`config.mk`:
```
export PLATFORM = sky130hd
export DESIGN_NAME = pipeline_hazard_ctrl
export DESIGN_NICKNAME = d
export VERILOG_FILES = /design/src/rtl/pipeline_hazard_ctrl.sv
export SDC_FILE = /design/constraint.sdc
export NUM_CORES = 1
export LEC_CHECK = 0
export ABC_AREA = 1
export ABC_CLOCK_PERIOD_IN_PS = 2600
export CAP_MARGIN = 15
export CORE_ASPECT_RATIO = 0.5
export CORE_MARGIN = 8
export CORE_UTILIZATION = 53
export CTS_CLUSTER_SIZE = 40
export DETAILED_ROUTE_END_ITERATION = 10
export GPL_TIMING_DRIVEN = 1
export PLACE_DENSITY_LB_ADDON = 0.12
export SETUP_SLACK_MARGIN = 0.05
export SLEW_MARGIN = 20
export SYNTH_ARGS = -nofsm -noshare
export SYNTH_HDL_FRONTEND = slang
export SYNTH_SLANG_ARGS = --single-unit
```
`constraint.sdc`:
```
create_clock -name clk -period 2.6 [get_ports clk]
set_clock_uncertainty 0.1 [all_clocks]
set_input_delay 0.26 -clock clk [delete_from_list [all_inputs] [get_ports clk]]
set_output_delay 0.26 -clock clk [all_outputs]
set_load 0.03 [all_outputs]
```
`src/rtl/pipeline_hazard_ctrl.sv`:
```
`default_nettype none
// +----------------------------------------------------------------------------+
// | Module   : pipeline_hazard_ctrl                                            |
// | Brief    : Stall/flush sequencer for a 5-stage pipeline: RAW hazard        |
// |            detection, SRAM wait tracking with timeout, stall counter.      |
// | Revision : 1.0  initial release                                            |
// +----------------------------------------------------------------------------+
module pipeline_hazard_ctrl #(
  parameter int WAIT_MAX = 15,
  parameter int CNT_W    = 16
) (
  input  logic             clk,
  input  logic             rst,
  input  logic             fw_en,
  input  logic [4:0]       id_src1,
  input  logic [4:0]       id_src2,
  input  logic             id_two_src,
  input  logic [4:0]       exe_dest,
  input  logic             exe_wb_en,
  input  logic             exe_mem_r_en,
  input  logic [4:0]       mem_dest,
  input  logic             mem_wb_en,
  input  logic             br_taken,
  input  logic             mem_req,
  input  logic             sram_ready,
  output logic             freeze_pc,
  output logic             freeze_if_id,
  output logic             flush_if_id,
  output logic             bubble_id_ex,
  output logic             freeze_id_ex,
  output logic             freeze_ex_mem,
  output logic             mem_timeout,
  output logic [CNT_W-1:0] stall_count
);

  localparam logic [7:0]       c_wait_max = 8'(WAIT_MAX);
  localparam logic [CNT_W-1:0] c_cnt_max  = {CNT_W{1'b1}};

  typedef enum logic [1:0] {
    ST_RUN      = 2'd0,
    ST_MEM_WAIT = 2'd1,
    ST_TIMEOUT  = 2'd2
  } state_t;

  state_t           r_state;
  logic [7:0]       r_timer;
  logic             r_mem_timeout;
  logic [CNT_W-1:0] r_stall_count;

  logic w_exe_hit, w_mem_hit, w_hazard;
  logic w_freeze_all, w_flush, w_stall;

  // Register r0 is hard-wired zero, so it never creates a dependency.
  always_comb begin
    w_exe_hit = ((id_src1 != 5'd0) && exe_wb_en && (id_src1 == exe_dest)) ||
                (id_two_src && (id_src2 != 5'd0) && exe_wb_en && (id_src2 == exe_dest));
    w_mem_hit = ((id_src1 != 5'd0) && mem_wb_en && (id_src1 == mem_dest)) ||
                (id_two_src && (id_src2 != 5'd0) && mem_wb_en && (id_src2 == mem_dest));
    w_hazard  = fw_en ? (w_exe_hit && exe_mem_r_en) : (w_exe_hit || w_mem_hit);
  end

  always_comb begin
    w_freeze_all = 1'b0;
    w_flush      = 1'b0;
    w_stall      = 1'b0;
    case (r_state)
      ST_RUN, ST_MEM_WAIT: begin
        if (!sram_ready && (mem_req || (r_state == ST_MEM_WAIT))) begin
          w_freeze_all = 1'b1;
        end else if (br_taken) begin
          w_flush = 1'b1;
        end else if (w_hazard) begin
          w_stall = 1'b1;
        end
      end
      default: w_freeze_all = 1'b1;
    endcase
  end

  // Reset overrides every pipeline control without waiting for a clock edge.
  always_comb begin
    freeze_pc     = rst & (w_freeze_all | w_stall);
    freeze_if_id  = rst & (w_freeze_all | w_stall);
    flush_if_id   = rst & w_flush;
    bubble_id_ex  = rst & (w_flush | w_stall);
    freeze_id_ex  = rst & w_freeze_all;
    freeze_ex_mem = rst & w_freeze_all;
    mem_timeout   = r_mem_timeout;
    stall_count   = r_stall_count;
  end

  always_ff @(posedge clk or negedge rst) begin
    if (!rst) begin
      r_state       <= ST_RUN;
      r_timer       <= 8'd0;
      r_mem_timeout <= 1'b0;
      r_stall_count <= '0;
    end else begin
      if (freeze_pc && (r_stall_count != c_cnt_max)) begin
        r_stall_count <= r_stall_count + CNT_W'(1);
      end
      case (r_state)
        ST_RUN: begin
          if (mem_req && !sram_ready) begin
            r_state <= ST_MEM_WAIT;
            r_timer <= 8'd1;
          end
        end
        ST_MEM_WAIT: begin
          if (sram_ready) begin
            r_state <= ST_RUN;
            r_timer <= 8'd0;
          end else if (r_timer == c_wait_max) begin
            r_state       <= ST_TIMEOUT;
            r_mem_timeout <= 1'b1;
          end else begin
            r_timer <= r_timer + 8'd1;
          end
        end
        ST_TIMEOUT: r_mem_timeout <= 1'b1;
        default:    r_state       <= ST_RUN;
      endcase
    end
  end

endmodule
`default_nettype wire

```
==> impl_metrics.ini, run 1 <==
[global_route]
grt_overflow_total = 0
grt_pass1_vias = 2073
antenna_found_initial = 0
grt_max_degree = 22
grt_pass1_wl_mm = 8.873
grtUsageTotal_pct = 17.08

[cells_and_area]
syn2layout_area_growth_pct = 28.98
final_common_cell = nand2_1
fill_cells = 334
diodes = 0
drive_gt1_share_pct = 11.55
instances_no_fill = 409
final_cell_mix = nand2_1 (80), clkdlybuf4s50_1 (46), inv_1 (38)
nets = 388

[power]
fin_total_pwr_mw = 1.181
total_leakage_power_nw = 1.294
powerDensity_mw_per_mm2 = 446.6
peakVddDrop_uv = 400.3

[routing]
drc = 0
dr_total_vias = 2088
dr.first_iter.drc_count = 106
wl_met2_mm = 2.480
wl_met1_mm = 2.321
top_layer = met4
route.met3.wl_um = 335
drt-total-wl_mm = 5.180
wl_per_cell_um = 12.67
dr.pass1.iters = 4
drt.antenna.violating_nets = 0
avgViaCountPerCell = 5.105

[floorplan]
fp-row-count = 16
die_area_sq_mm = 0.006237
boundaryPins = 53
design.core.area_sq_mm = 0.003804
die_h_um = 59.99
start_util_pct = 53.91
die_x_um = 104.0

[yosys]
avgSynthCellArea_sq_um = 6.790
yosys_warnings = 0
synth_nets = 334
ys_seq_area_share_pct = 32.95
ys_ff_latch = 27
netlist_area_sq_mm = 0.002051
post_synth_num_cell_types = 26
syn_inst = 302

[timing]
setup_viol = 0
worst_slew_pin_slew_ns = 0.4922
slew_headroom_pct = 66.91
setup_tns_ns = 0
timing.final.crit_period_ns = 2.243
post-route-worst-setup-slack_ns = 0.3571
slew_violations = 0
fmax_ghz = 0.4458
rsz0062_at_grt = false
fin_crit_sh_pct = 86.27
hold_viol = 0

[critical_path]
path_cells = clkdlybuf4s50_1, nor2_4, nor2_1, nand2_1, inv_2, nand2_2, nor2_2, nand2_2, nand2_4, buf_4
path_class = primary input to primary output
endpoint_kind = primary output
arrival_ns = 1.88
cp_common_cell = nand2_2
cp-start-kind = primary input
cp_max_fo = 19
crit-reg2reg-launch = stall_count[0]
critPathSlowestCell = clkdlybuf4s50_1
critPathLaunch = sram_ready
max_stage_delay_ns = 0.58
required_ns = 2.24

[run]
max-cap-violations = 0

[clocking]
postCtsHoldBufs = 0
clk_latency_ns = 0.28
cts_root_buffer = clkbuf_8
clk_pin_slew_ns = 0.10
post_cts_buffers = 0
cts_tree = yes
cts_sinks = 27
cts_max_level = 1
clockBufferDepth = 2
cts_resized = 0
numCtsBuffers = 3

[outcome]
status = completed

[placed_design]
place_ws_ns = 0.3393
dp_hpwl_mm = 4.024
place_congestion = 0.9197
io_buffers = 52
placedCellCount = 405

[worst_hold_path]
hp-class = primary input to async pin
==> state kept, by name, indices dropped and copies added, names as in the netlist <==
name and cells:
r_state 2, stall_count 16, mem_timeout 1, r_timer 8
==> worst max-delay path, delay by kind of cell <==
family,cells,cell delay [ns]
buf+inv,3,0.87
simple gates,7,0.75
==> power breakdown <==
group / internal, mW / switching, mW
Clock: 0.109 / 0.138
Sequential: 0.462 / 0.0529
Combinational: 0.180 / 0.239
==> area by class of cell <==
cell class / count / area (sq um) / area share [%]
Tap cell: 54 / 67.56 / 2.554
Clock buffer: 3 / 41.29 / 1.561
Sequential cell: 27 / 675.6 / 25.54
Timing Repair Buffer: 54 / 520.5 / 19.68
Clock inverter: 1 / 7.507 / 0.2838
Inverter: 44 / 165.2 / 6.244
Multi-Input combinational cell: 226 / 1167 / 44.13
==> metrics by stage <==
stage	util (%)	hold WS [ns]	cell area, sq um
final	69.54	0.1518	2645
after global routing	69.54	0.1644	2645
after CTS	69.54	0.1559	2645
after floorplan	-	-0.1356	2051
after detailed placement	68.26	0.3847	2596
after global placement	68.26	0.3559	2596
==> worst paths after layout <==
path | to | slack, ns | depth (start not counted)
worst max-delay path | freeze_if_id | 0.36 | 10
worst min-delay path | stall_count[4] | 0.15 | 2
worst max register to register | stall_count[6] | 0.54 | 9
worst min register to register | mem_timeout | 0.40 | 1
max in group asynchronous | r_timer[0] | 1.77 | 3
min in group clk | mem_timeout | 0.40 | 1
==> per-layer routing <==
layer	vias up	track usage, %
met4	0	5.092
met1	959	19.61
li1	1050	-
met2	75	31.79
met3	4	3.763
met5	-	0
==> kinds of logic (layout without fill, tap and decap cells) <==
family          Yosys count  in the layout  share of synthesized area (%)
flops                    27             27                          32.95
buf+inv                  49            102                          10.13
xor+xnor                 20             20                          8.542
fa+ha+maj                 2              2                          1.220
simple gates            182            182                          41.43
compound gates           22             22                          5.735
==> synthesized netlist by cell type <==
master / count / area share (%)
a21oi_1: 1 / 0.24
buf_8: 1 / 0.73
nand2_2: 12 / 3.7
nand4_1: 3 / 0.92
nor3_1: 6 / 1.5
xnor2_1: 6 / 2.6
nor4_1: 1 / 0.31
or2_2: 2 / 0.61
inv_2: 6 / 1.1
o21ai_0: 18 / 4.4
nor2_4: 2 / 1.1
a21boi_1: 1 / 0.37
dfrtp_1: 27 / 33
buf_2: 1 / 0.24
nand2_4: 3 / 1.6
nor4_2: 1 / 0.61
nand4_4: 1 / 1.0
inv_1: 38 / 7.0
ha_1: 2 / 1.2
nand3_1: 36 / 8.8
nor2_1: 33 / 6.0
nand2_1: 80 / 15
buf_4: 3 / 1.1
nor2_2: 2 / 0.61
xor2_1: 14 / 6.0
o31ai_1: 2 / 0.73
Note: power is estimated with default switching activity, not from simulation.
==> run 2: changes to the inputs <==
--- a/config.mk
+++ b/config.mk
@@ -7,10 +7,10 @@
 export LEC_CHECK = 0
 export ABC_AREA = 1
 export ABC_CLOCK_PERIOD_IN_PS = 2600
-export CAP_MARGIN = 15
 export CORE_ASPECT_RATIO = 0.5
 export CORE_MARGIN = 8
 export CORE_UTILIZATION = 53
+export CTS_BUF_LIST = sky130_fd_sc_hd__clkbuf_16
 export CTS_CLUSTER_SIZE = 40
 export DETAILED_ROUTE_END_ITERATION = 10
 export GPL_TIMING_DRIVEN = 1
==> impl_metrics.ini, run 2 (synthesis gave the netlist of run 1 again) <==
[floorplan]
die_area_sq_mm = 0.006237
die_x_um = 104.0
start_util_pct = 53.91
die_h_um = 59.99
design.core.area_sq_mm = 0.003804
fp-row-count = 16
boundaryPins = 53

[placed_design]
dp_hpwl_mm = 4.024
place_congestion = 0.9197
io_buffers = 52
place_ws_ns = 0.3393

[critical_path]
rr_endpoint = stall_count[6]
cp-start-kind = primary input
cp.buffers_inverters = 3
crit-reg2reg-launch = stall_count[0]
cp_max_fo = 19
rrSetupSlack_ns = 0.53
endpoint_kind = primary output
max_stage_delay_ns = 0.58
arrival_ns = 1.88
required_ns = 2.24
path_class = primary input to primary output
r2r_cells = 9
critPathSlowestCell = clkdlybuf4s50_1
cpLargestDelayFamily = buffers and inverters
path_cells = clkdlybuf4s50_1, nor2_4, nor2_1, nand2_1, inv_2, nand2_2, nor2_2, nand2_2, nand2_4, buf_4
cp_common_cell = nand2_2

[timing]
fmax_ghz = 0.4457
setup_tns_ns = 0
hold_viol = 0
timing.final.crit_period_ns = 2.244
slew_headroom_pct = 67.19
timing.hold.ws_ns = 0.1763
setup_viol = 0
rsz0062_at_grt = false
slew_violations = 0
post-route-worst-setup-slack_ns = 0.3562
fin_crit_sh_pct = 86.30
worst_slew_pin_slew_ns = 0.4881

[clocking]
postCtsHoldBufs = 0
clk_latency_ns = 0.26
numCtsBuffers = 3
cts_max_level = 1
cts_tree = yes
post_cts_buffers = 0
clk_pin_slew_ns = 0.07
clockBufferDepth = 2
cts_sinks = 27
cts_root_buffer = clkbuf_16
cts_resized = 0

[global_route]
grt_pass1_wl_mm = 8.990
grtUsageTotal_pct = 17.18
antenna_found_initial = 0
grt_overflow_total = 0
grt_max_degree = 22
grt_pass1_vias = 2074

[outcome]
status = completed

[routing]
dr.first_iter.drc_count = 86
drt-total-wl_mm = 5.206
dr_total_vias = 2073
drt.antenna.violating_nets = 0
drc = 0
wl_per_cell_um = 12.73
dr.pass1.iters = 6
avgViaCountPerCell = 5.068

[cells_and_area]
diodes = 0
final_common_cell = nand2_1
largest_reg_flops = 16
final_cell_mix = nand2_1 (80), clkdlybuf4s50_1 (46), inv_1 (38)
drive_gt1_share_pct = 11.55
finish.utilization_pct = 70.43
syn2layout_area_growth_pct = 30.63
fill_cells = 325
nets = 388

[power]
peakVddDrop_uv = 396.5
total_leakage_power_nw = 1.310
powerDensity_mw_per_mm2 = 481.4

[run]
max-cap-violations = 0

[worst_hold_path]
hp-class = primary input to async pin
[run 2: cell counts in the layout (fill, tap and decap cells not counted)]
No cell type changed its count.
[run 2: metal layers]
metal	share of wire [%]	vias up	track usage [%]
li1	-	1052	-
met1	45	940	19.86
met2	48	75	32.79
met3	6.1	6	3.871
met4	0.67	0	2.648
met5	0	-	0
[run 2: stage by stage]
stage	total power, mW	cells	instance area, sq um
after floorplan	0.7674	302	2051
after global placement	0.9344	405	2596
after detailed placement	0.9429	405	2596
after CTS	1.297	409	2679
after global routing	1.358	409	2679
final	1.290	409	2679
[run 2: cell type report]
class / instances / area (sq um) / area share, %
clock buffers: 3 / 75.07 / 2.802
clock inverters: 1 / 7.507 / 0.2802
repair buffers: 54 / 520.5 / 19.43
flip-flops and latches: 27 / 675.6 / 25.22
multi-input cells: 226 / 1167 / 43.58
well taps: 54 / 67.56 / 2.522
inverters: 44 / 165.2 / 6.165
[run 2: power breakdown]
| part | internal [mW] | switching (mW) | leakage (nW) |
|---|---|---|---|
| combinational | 0.180 | 0.239 | 0.910 |
| sequential | 0.462 | 0.0531 | 0.363 |
| clock | 0.209 | 0.146 | 0.0371 |
| total | 0.852 | 0.438 | 1.31 |
[run 2: worst register-to-register path: stages (launching register included)]
cell and delay (ns):
dfrtp_1 0.42, ha_1 0.21, nand3_1 0.14, inv_1 0.10, nand2_1 0.12, nor2_4 0.16, nand4_4 0.26, nand2_4 0.33
nand2_1 0.10, nand2_1 0.07
[run 2: worst max path at each step]
stage               startpoint             end  slack (ns)  cells past startpoint
global placement    sram_ready       freeze_pc        0.41                     10
CTS                 sram_ready    freeze_if_id        0.36                     10
finish              sram_ready    freeze_if_id        0.36                     10
detailed placement  sram_ready  stall_count[6]        0.34                     12
global route        id_src1[0]       freeze_pc        0.18                     12
floorplan           r_state[1]       freeze_pc        0.35                     11
==> run 3: changes to the inputs <==
--- a/config.mk
+++ b/config.mk
@@ -7,6 +7,7 @@
 export LEC_CHECK = 0
 export ABC_AREA = 1
 export ABC_CLOCK_PERIOD_IN_PS = 2600
+export CAP_MARGIN = 0
 export CORE_ASPECT_RATIO = 0.5
 export CORE_MARGIN = 8
 export CORE_UTILIZATION = 53
==> results of run 3 <==
Same layout as run 2: the final DEF is identical, and so are final timing and power.
